[src/rtl/packed_split_pkg.sv]
// Shared types for the packed split buffer: lane-forming mode and the stored entry layout.
package packed_split_pkg;

  typedef enum logic {
    MODE_MIRROR = 1'b0,
    MODE_ROTATE = 1'b1
  } mode_e;

  // Entry layout at the default configuration; the buffer declares the same shape from its own parameters.
  localparam int unsigned ENTRY_LANE_W    = 8;
  localparam int unsigned ENTRY_NUM_LANES = 4;

  typedef struct packed {
    logic [ENTRY_NUM_LANES*ENTRY_LANE_W-1:0] pv;
    logic [1:0][ENTRY_LANE_W-1:0]            pa;
  } entry_t;

endpackage

[src/rtl/packed_lane_former.sv]
// Combinational lane former: builds the packed word from a seed in mirror or rotate mode.
module packed_lane_former
  import packed_split_pkg::*;
#(
  parameter int LANE_W    = 8,
  parameter int NUM_LANES = 4
) (
  input  logic [LANE_W-1:0]           seed,
  input  mode_e                       mode,
  output logic [NUM_LANES*LANE_W-1:0] pv
);

  function automatic logic [LANE_W-1:0] rotl(input logic [LANE_W-1:0] v, input int s);
    logic [2*LANE_W-1:0] t;
    t = {v, v} << s;
    return t[2*LANE_W-1:LANE_W];
  endfunction

  // Mirror mode alternates seed / ~seed, so lane k equals lane k-2 by construction.
  for (genvar k = 0; k < NUM_LANES; k++) begin : g_lane
    assign pv[k*LANE_W +: LANE_W] = (mode == MODE_ROTATE) ? rotl(seed, k % LANE_W) :
                                    ((k % 2) == 0)        ? seed : ~seed;
  end

endmodule

[src/rtl/packed_split_buffer.sv]
// Registered FIFO of packed-word entries; each entry leaves as two beats, one per array element.
module packed_split_buffer
  import packed_split_pkg::*;
#(
  parameter int LANE_W    = 8,
  parameter int NUM_LANES = 4,
  parameter int DEPTH     = 4
) (
  input  logic                           clk,
  input  logic                           rst,
  input  logic                           in_valid,
  output logic                           in_ready,
  input  logic [LANE_W-1:0]              in_data,
  input  logic [2*LANE_W-1:0]            in_pa,
  input  logic                           in_mode,
  input  logic                           clear,
  output logic                           out_valid,
  input  logic                           out_ready,
  output logic [NUM_LANES*LANE_W-1:0]    out_pv,
  output logic [LANE_W-1:0]              out_pa,
  output logic                           out_last,
  output logic [$clog2(DEPTH+1)-1:0]     count
);

  localparam int PV_W = NUM_LANES * LANE_W;
  localparam int CW   = $clog2(DEPTH + 1);
  localparam int PW   = $clog2(DEPTH);

  typedef struct packed {
    logic [PV_W-1:0]        pv;
    logic [1:0][LANE_W-1:0] pa;
  } buf_entry_t;

  buf_entry_t      mem [DEPTH];
  buf_entry_t      wr_ent_p0;
  buf_entry_t      head;
  logic [PV_W-1:0] pv_p0;
  logic [PW-1:0]   wr_ptr;
  logic [PW-1:0]   rd_ptr;
  logic            beat;
  logic            push;
  logic            beat_xfer;
  logic            pop;

  packed_lane_former #(
    .LANE_W    (LANE_W),
    .NUM_LANES (NUM_LANES)
  ) u_former (
    .seed (in_data),
    .mode (mode_e'(in_mode)),
    .pv   (pv_p0)
  );

  always_comb begin
    wr_ent_p0       = '0;
    wr_ent_p0.pv    = pv_p0;
    wr_ent_p0.pa[0] = in_pa[LANE_W-1:0];
    wr_ent_p0.pa[1] = in_pa[2*LANE_W-1:LANE_W];
  end

  assign in_ready  = (count != CW'(DEPTH)) && !rst;
  assign push      = in_valid && in_ready && !clear;
  assign out_valid = (count != '0);
  assign beat_xfer = out_valid && out_ready;
  assign pop       = beat_xfer && beat;

  // Storage carries no reset; outputs are gated by out_valid so stale contents never escape.
  always_ff @(posedge clk) begin
    if (push) mem[wr_ptr] <= wr_ent_p0;
  end

  always_ff @(posedge clk) begin
    if (rst || clear) begin
      count  <= '0;
      wr_ptr <= '0;
      rd_ptr <= '0;
      beat   <= 1'b0;
    end else begin
      if (push)      wr_ptr <= wr_ptr + 1'b1;
      if (pop)       rd_ptr <= rd_ptr + 1'b1;
      if (beat_xfer) beat   <= ~beat;
      case ({push, pop})
        2'b10:   count <= count + 1'b1;
        2'b01:   count <= count - 1'b1;
        default: count <= count;
      endcase
    end
  end

  // Read stage: head entry selected by the read pointer, element by the beat index.
  always_comb begin
    head     = mem[rd_ptr];
    out_pv   = '0;
    out_pa   = '0;
    out_last = 1'b0;
    if (out_valid) begin
      out_pv   = head.pv;
      out_pa   = head.pa[beat];
      out_last = beat;
    end
  end

endmodule

[config.mk]
export PLATFORM = sky130hd
export DESIGN_NAME = packed_split_buffer
export DESIGN_NICKNAME = d
export VERILOG_FILES = /design/src/rtl/packed_split_pkg.sv /design/src/rtl/packed_lane_former.sv /design/src/rtl/packed_split_buffer.sv
export SDC_FILE = /design/constraint.sdc
export NUM_CORES = 1
export LEC_CHECK = 0
export BUFFER_PORTS_ARGS = -buffer_cell sky130_fd_sc_hd__buf_2
export CORE_MARGIN = 2
export CORE_UTILIZATION = 40
export DETAILED_ROUTE_END_ITERATION = 10
export HOLD_SLACK_MARGIN = 0.15
export PLACE_DENSITY_LB_ADDON = 0.25
export SYNTH_ARGS = -nofsm -noshare
export SYNTH_HDL_FRONTEND = slang
export SYNTH_HIERARCHICAL = 1
export SYNTH_SLANG_ARGS = --single-unit
export TNS_END_PERCENT = 30
[constraint.sdc]
create_clock -name clk -period 2.37 [get_ports clk]
set_input_delay 0.1185 -clock clk [delete_from_list [all_inputs] [get_ports clk]]
set_output_delay 0.1185 -clock clk [all_outputs]
set_load 0.02 [all_outputs]
After elaboration in Yosys (flattened, before gate mapping)
Memory sizes are Yosys's and may differ from the RTL's. A register that Yosys moved wholly into a read port is not among the register bits. Cells that the tools add are included.

Memories kept: 1. Memory bits (writable): 192. Register bits after elaboration: 8. Input bits: 30.

Memories: mem (depth 4, width 48, read ports 1, clocked after memory_dff 1, wr ports 1, RTL line packed_split_buffer.sv:34) `buf_entry_t mem [DEPTH];`.

Add/sub/neg operators: 4. Mux-type cells: 13. Order comparisons: 1. Equality and inequality tests: 3. Bitwise operators: 2. Reductions and logical operators: 10.

Operators with widths (number): $mux W8 (6); $mux W32 (1); $not A8 Y8 (1); $pmux W3 S2 (1); $logic_and A1 B1 Y1 (5); $add A2 B1 Y2 const B (2); $mux W2 (2); $add A3 B1 Y3 const B (1); $mux W1 (3); $ne A3 B3 Y1 const B (1); $reduce_bool A3 Y1 (1); $sub A3 B1 Y3 const B (1); $eq A2 B1 Y1 const B (1); $eq A2 B2 Y1 const B (1); $logic_not A1 Y1 (2); $lt A1 B2 Y1 const B (1); $reduce_bool A2 Y1 (1); $logic_or A1 B1 Y1 (1); $not A1 Y1 (1).

Longest topological paths before layout
Depth after elaboration: 6. Depth in mapped cells: 10. Gate-level depth less buffers: 9.

Hierarchy
Netlist, hierarchy kept.

Modules (own cells, without submodules): packed_split_buffer (area each 7887.6 µm², instances 1, cells an instance 396); packed_lane_former (area each 309.0 µm², instances 1, cells an instance 49).

Worst setup path before layout
OpenSTA, ideal clock, no wires.

Kind: register to register. Start point: register count[0]. End point: memory mem[0][0] (netlist bit) (enable). Path buffers: 0. Data required time: 1960 ps. Arrival: 2060 ps. Setup time: 410 ps. Cell stages (with the launch flop): 4. Slack: -100 ps. Cell sequence: dfxtp_1 > nor3b_1 > nor3_2 > and2_1.

Word-level cells in the longest chain between the ends: 6.

RTL lines: start, declared (RTL line packed_split_buffer.sv:22) `output logic [$clog2(DEPTH+1)-1:0] count`; start signal, assigned (RTL line packed_split_buffer.sv:83) `2'b10: count <= count + 1'b1;`; start signal, assigned (RTL line packed_split_buffer.sv:84) `2'b01: count <= count - 1'b1;`; start signal, assigned (RTL line packed_split_buffer.sv:85) `default: count <= count;`; $ne A3 B3 Y1 (RTL line packed_split_buffer.sv:61) `assign in_ready = (count != CW'(DEPTH)) && !rst;`; $logic_and A1 B1 Y1 (RTL line packed_split_buffer.sv:61); $logic_and A1 B1 Y1 (2 in series) (RTL line packed_split_buffer.sv:62) `assign push = in_valid && in_ready && !clear;`; $mux W1 (RTL line packed_split_buffer.sv:69) `if (push) mem[wr_ptr] <= wr_ent_p0;`; $mux W1 (implied by the code) (RTL line packed_split_buffer.sv:69); end, declared (RTL line packed_split_buffer.sv:34).

Every way passes these cells.

==> summary.md <==
| Metric | Value |
|---|---|
| Status | `finished, final reports clean` |
| GRT Util Overall | `15.1%` |
| Critical path launch point type | `flop` |
| Clock Sinks | `202` |
| Hold Crit Depth | `3` |
| Placer Congestion | `0.748` |
| Max-slew headroom | `62.8%` |
| Clock root buffer | `clkbuf_16` |
| Initial Util | `40.6%` |
| Worst Clk Skew | `12.1 ps` |
| Max Clock Freq | `0.450 GHz` |
| Reg2reg end | `count[2]` |
| Hpwl dp | `9.60 mm` |
| Max VDD drop | `0.000458 V` |
| Antenna-violating nets left | `0` |
| Worst Setup End Kind | `output pin` |
| Syn Nets | `481` |
| # Max-Cap Violations | `0` |
| Largest net degree at the start of global routing | `49` |
| Vias/cell | `5.00` |
| Critical Path AT | `2100 ps` |
| TritonCTS buffer count | `21` |
| Final hold violations | `0` |
| CTS Buffer Depth | `3` |
| Die ar. | `21700 µm²` |
| Post-DP Area | `8900 µm²` |
| Static Leak | `0.00340 µW` |
| Synthesis Warnings | `6` |
| WHS | `331 ps` |
| Dpl ws | `119 ps` |
| RSZ-0062 raised after global routing | `false` |
| Setup TNS | `0 ps` |
| Design Area, Final | `9890 µm²` |
| Cell count after synthesis | `445` |
| First-pass GRT wire length | `25.2 mm` |
| Final critical-path share of the clock period | `93.8%` |
| Worst-Skew Late Latency | `490 ps` |
| Mapped cell area | `8200 µm²` |
| CTS tree | `built` |
| # diodes | `0` |
| Number of enable flip-flop cells after synthesis | `192` |
| Floorplan core area | `20200 µm²` |
| Avg Inst Size Synth | `18.4 µm²` |
| DRC errors left | `0` |
| WL final | `16.0 mm` |
| CP Class | `reg -> out` |
| Final #Nets | `596` |
| Critical path required time | `2250 ps` |
| Distinct cells, synth | `38` |
| Endpoint, Worst Hold | `mem[2][40]` |
| Area grow syn2layout | `20.6%` |
| CTS clock-pin slew for the worst setup and hold paths | `60 ps` |
| Avg WL per Cell | `19.0 µm` |
| Synth async-reset ratio | `0%` |
| GRT overflow | `0` |
| DR iter-0 viols | `226` |
| R2r worst-path depth | `9` |
| Die Y | `147 µm` |
| Row count | `52` |
| Port buffer count | `75` |
| Ports | `76` |
| Layout filler cell count | `1718` |
| Top FF cell, synth | `edfxtp_1` |
| Final Setup Violations | `0` |
| Yosys reg bits | `202` |
| Vias | `4224` |
| Initial antenna violation count | `0` |
| Reg2reg start | `count[2]` |
| HP Class | `in -> reg` |
| H-tree levels | `1` |
| Slew @ Worst Pin | `558 ps` |
| DRT Pass-1 Iters | `6` |
| Min Clock Period, post-route | `2220 ps` |
| Max-slew violations | `0` |
| Crit path max fanout | `16` |
| PnR worst setup slack | `147 ps` |
| R2R Setup Slk | `220 ps` |
| Vias in the first global route | `4542` |
| Sequential area share after synthesis | `72.8%` |
| Layout cells sized above 1 | `28.7%` |
| Die width | `147 µm` |
| HP Start | `in_mode` |
| Power Density | `753 nW/µm²` |
metrics by stage:
stage          instances  utilization (%)  power (µW)
4_1_cts              844             49.0        7530
2_1_floorplan        445                -        4170
5_1_grt              844             49.0        7700
6_report             844             49.0        7440
3_5_place_dp         777             44.1        4270
3_3_place_gp         777             44.1        4260
routing by layer:
| metal | track usage [%] | wire length, µm | vias up |
|---|---|---|---|
| li1 | - | - | 1955 |
| met1 | 20.2 | 7030 | 2142 |
| met2 | 25.4 | 7870 | 101 |
| met3 | 2.45 | 749 | 26 |
| met4 | 4.62 | 350 | 0 |
| met5 | 0 | 0 | - |
power breakdown:
group	switching, µW	total (µW)	internal [µW]
clock network	1270	3210	1950
logic	158	264	106
registers	8.84	3960	3960
worst max-delay path, stage by stage, from the launching register on:
cell,delay [ps]
dfxtp_4,480
buf_12,230
mux4_2,570
and2_1,180
buf_2,150
cells in the mapped netlist (2+ instances only):
cell      count  share of area (%)
nor2b_1       5               0.38
and2_1       38                2.9
mux4_1        3               0.96
nor2_1       10               0.46
nor2_2        2               0.15
or3_1         3               0.23
o21ai_1       3               0.18
clkbuf_1      8               0.37
o21ai_0      14               0.85
a21oi_1       7               0.43
mux2i_1      32                3.9
buf_4        11                1.0
nand2_1       5               0.23
edfxtp_1    192                 70
buf_2         4               0.24
buf_12        3               0.73
a22oi_1      16                1.5
buf_6         4               0.55
mux2_2        3               0.41
and3_1        8               0.61
inv_1        13               0.60
dfxtp_1      10                2.4
xor2_1        4               0.43
mux4_2       29                8.0
ha_1          5               0.76
placed cells by master, fill, tap and decap left out, types with 4 or more instances in the layout:
| cell | Yosys | layout |
|---|---|---|
| xor2_1 | 4 | 4 |
| buf_12 | 3 | 7 |
| clkinv_1 | 0 | 6 |
| o21ai_0 | 14 | 14 |
| a21oi_1 | 7 | 7 |
| inv_1 | 13 | 13 |
| and2_1 | 38 | 34 |
| mux2i_1 | 32 | 32 |
| mux4_2 | 29 | 29 |
| and3_1 | 8 | 8 |
| buf_4 | 11 | 9 |
| clkbuf_16 | 0 | 21 |
| and2_2 | 0 | 4 |
| nand2_1 | 5 | 5 |
| dlygate4sd3_1 | 0 | 30 |
| nor2b_1 | 5 | 5 |
| edfxtp_1 | 192 | 192 |
| ha_1 | 5 | 5 |
| dfxtp_1 | 10 | 8 |
| buf_2 | 4 | 75 |
| nor2_1 | 10 | 10 |
| a22oi_1 | 16 | 16 |
registers in the layout, indices dropped and copies added, names as in the netlist, named ones only:
| register | cells |
|---|---|
| mem | 192 |
| rd_ptr | 2 |
| wr_ptr | 2 |
| beat | 1 |
| count | 3 |
how the worst max path moves through the flow:
| stage | from | endpoint | cells past startpoint |
|---|---|---|---|
| 6_report | flop | out_pv[11] | 4 |
| 5_1_grt | count[2] | count[2] | 9 |
| 2_1_floorplan | count[0] | mem[2][0] | 3 |
| 4_1_cts | flop | out_pv[10] | 4 |
| 3_3_place_gp | count[2] | count[2] | 9 |
| 3_5_place_dp | count[2] | count[2] | 9 |
cells by family after synthesis:
family	synth area share (%)
compound gates	3.22
xor+xnor	0.427
fa+ha+maj	1.01
buf+inv	3.50
flops	72.8
mux	13.2
simple gates	5.82
timing repair:
action	4_1_cts	5_1_grt
hold buffers	30	0
endpoints found under the setup margin	14	2
hold endpoints to repair	130	0
cloned	0	0
resized for setup	1	2
pin swaps	0	0
buffers inserted	0	0
cell type report:
| class | count | area, µm² | area share (%) |
|---|---|---|---|
| Sequential cell | 202 | 5970 | 60.4 |
| Clock buffer | 23 | 533 | 5.39 |
| Clock inverter | 14 | 146 | 1.48 |
| Tap cell | 270 | 338 | 3.42 |
| Inverter | 13 | 48.8 | 0.493 |
| Multi-Input combinational cell | 200 | 1950 | 19.8 |
| Timing Repair Buffer | 122 | 895 | 9.05 |
No activity file was read; power rests on OpenSTA's default activity.
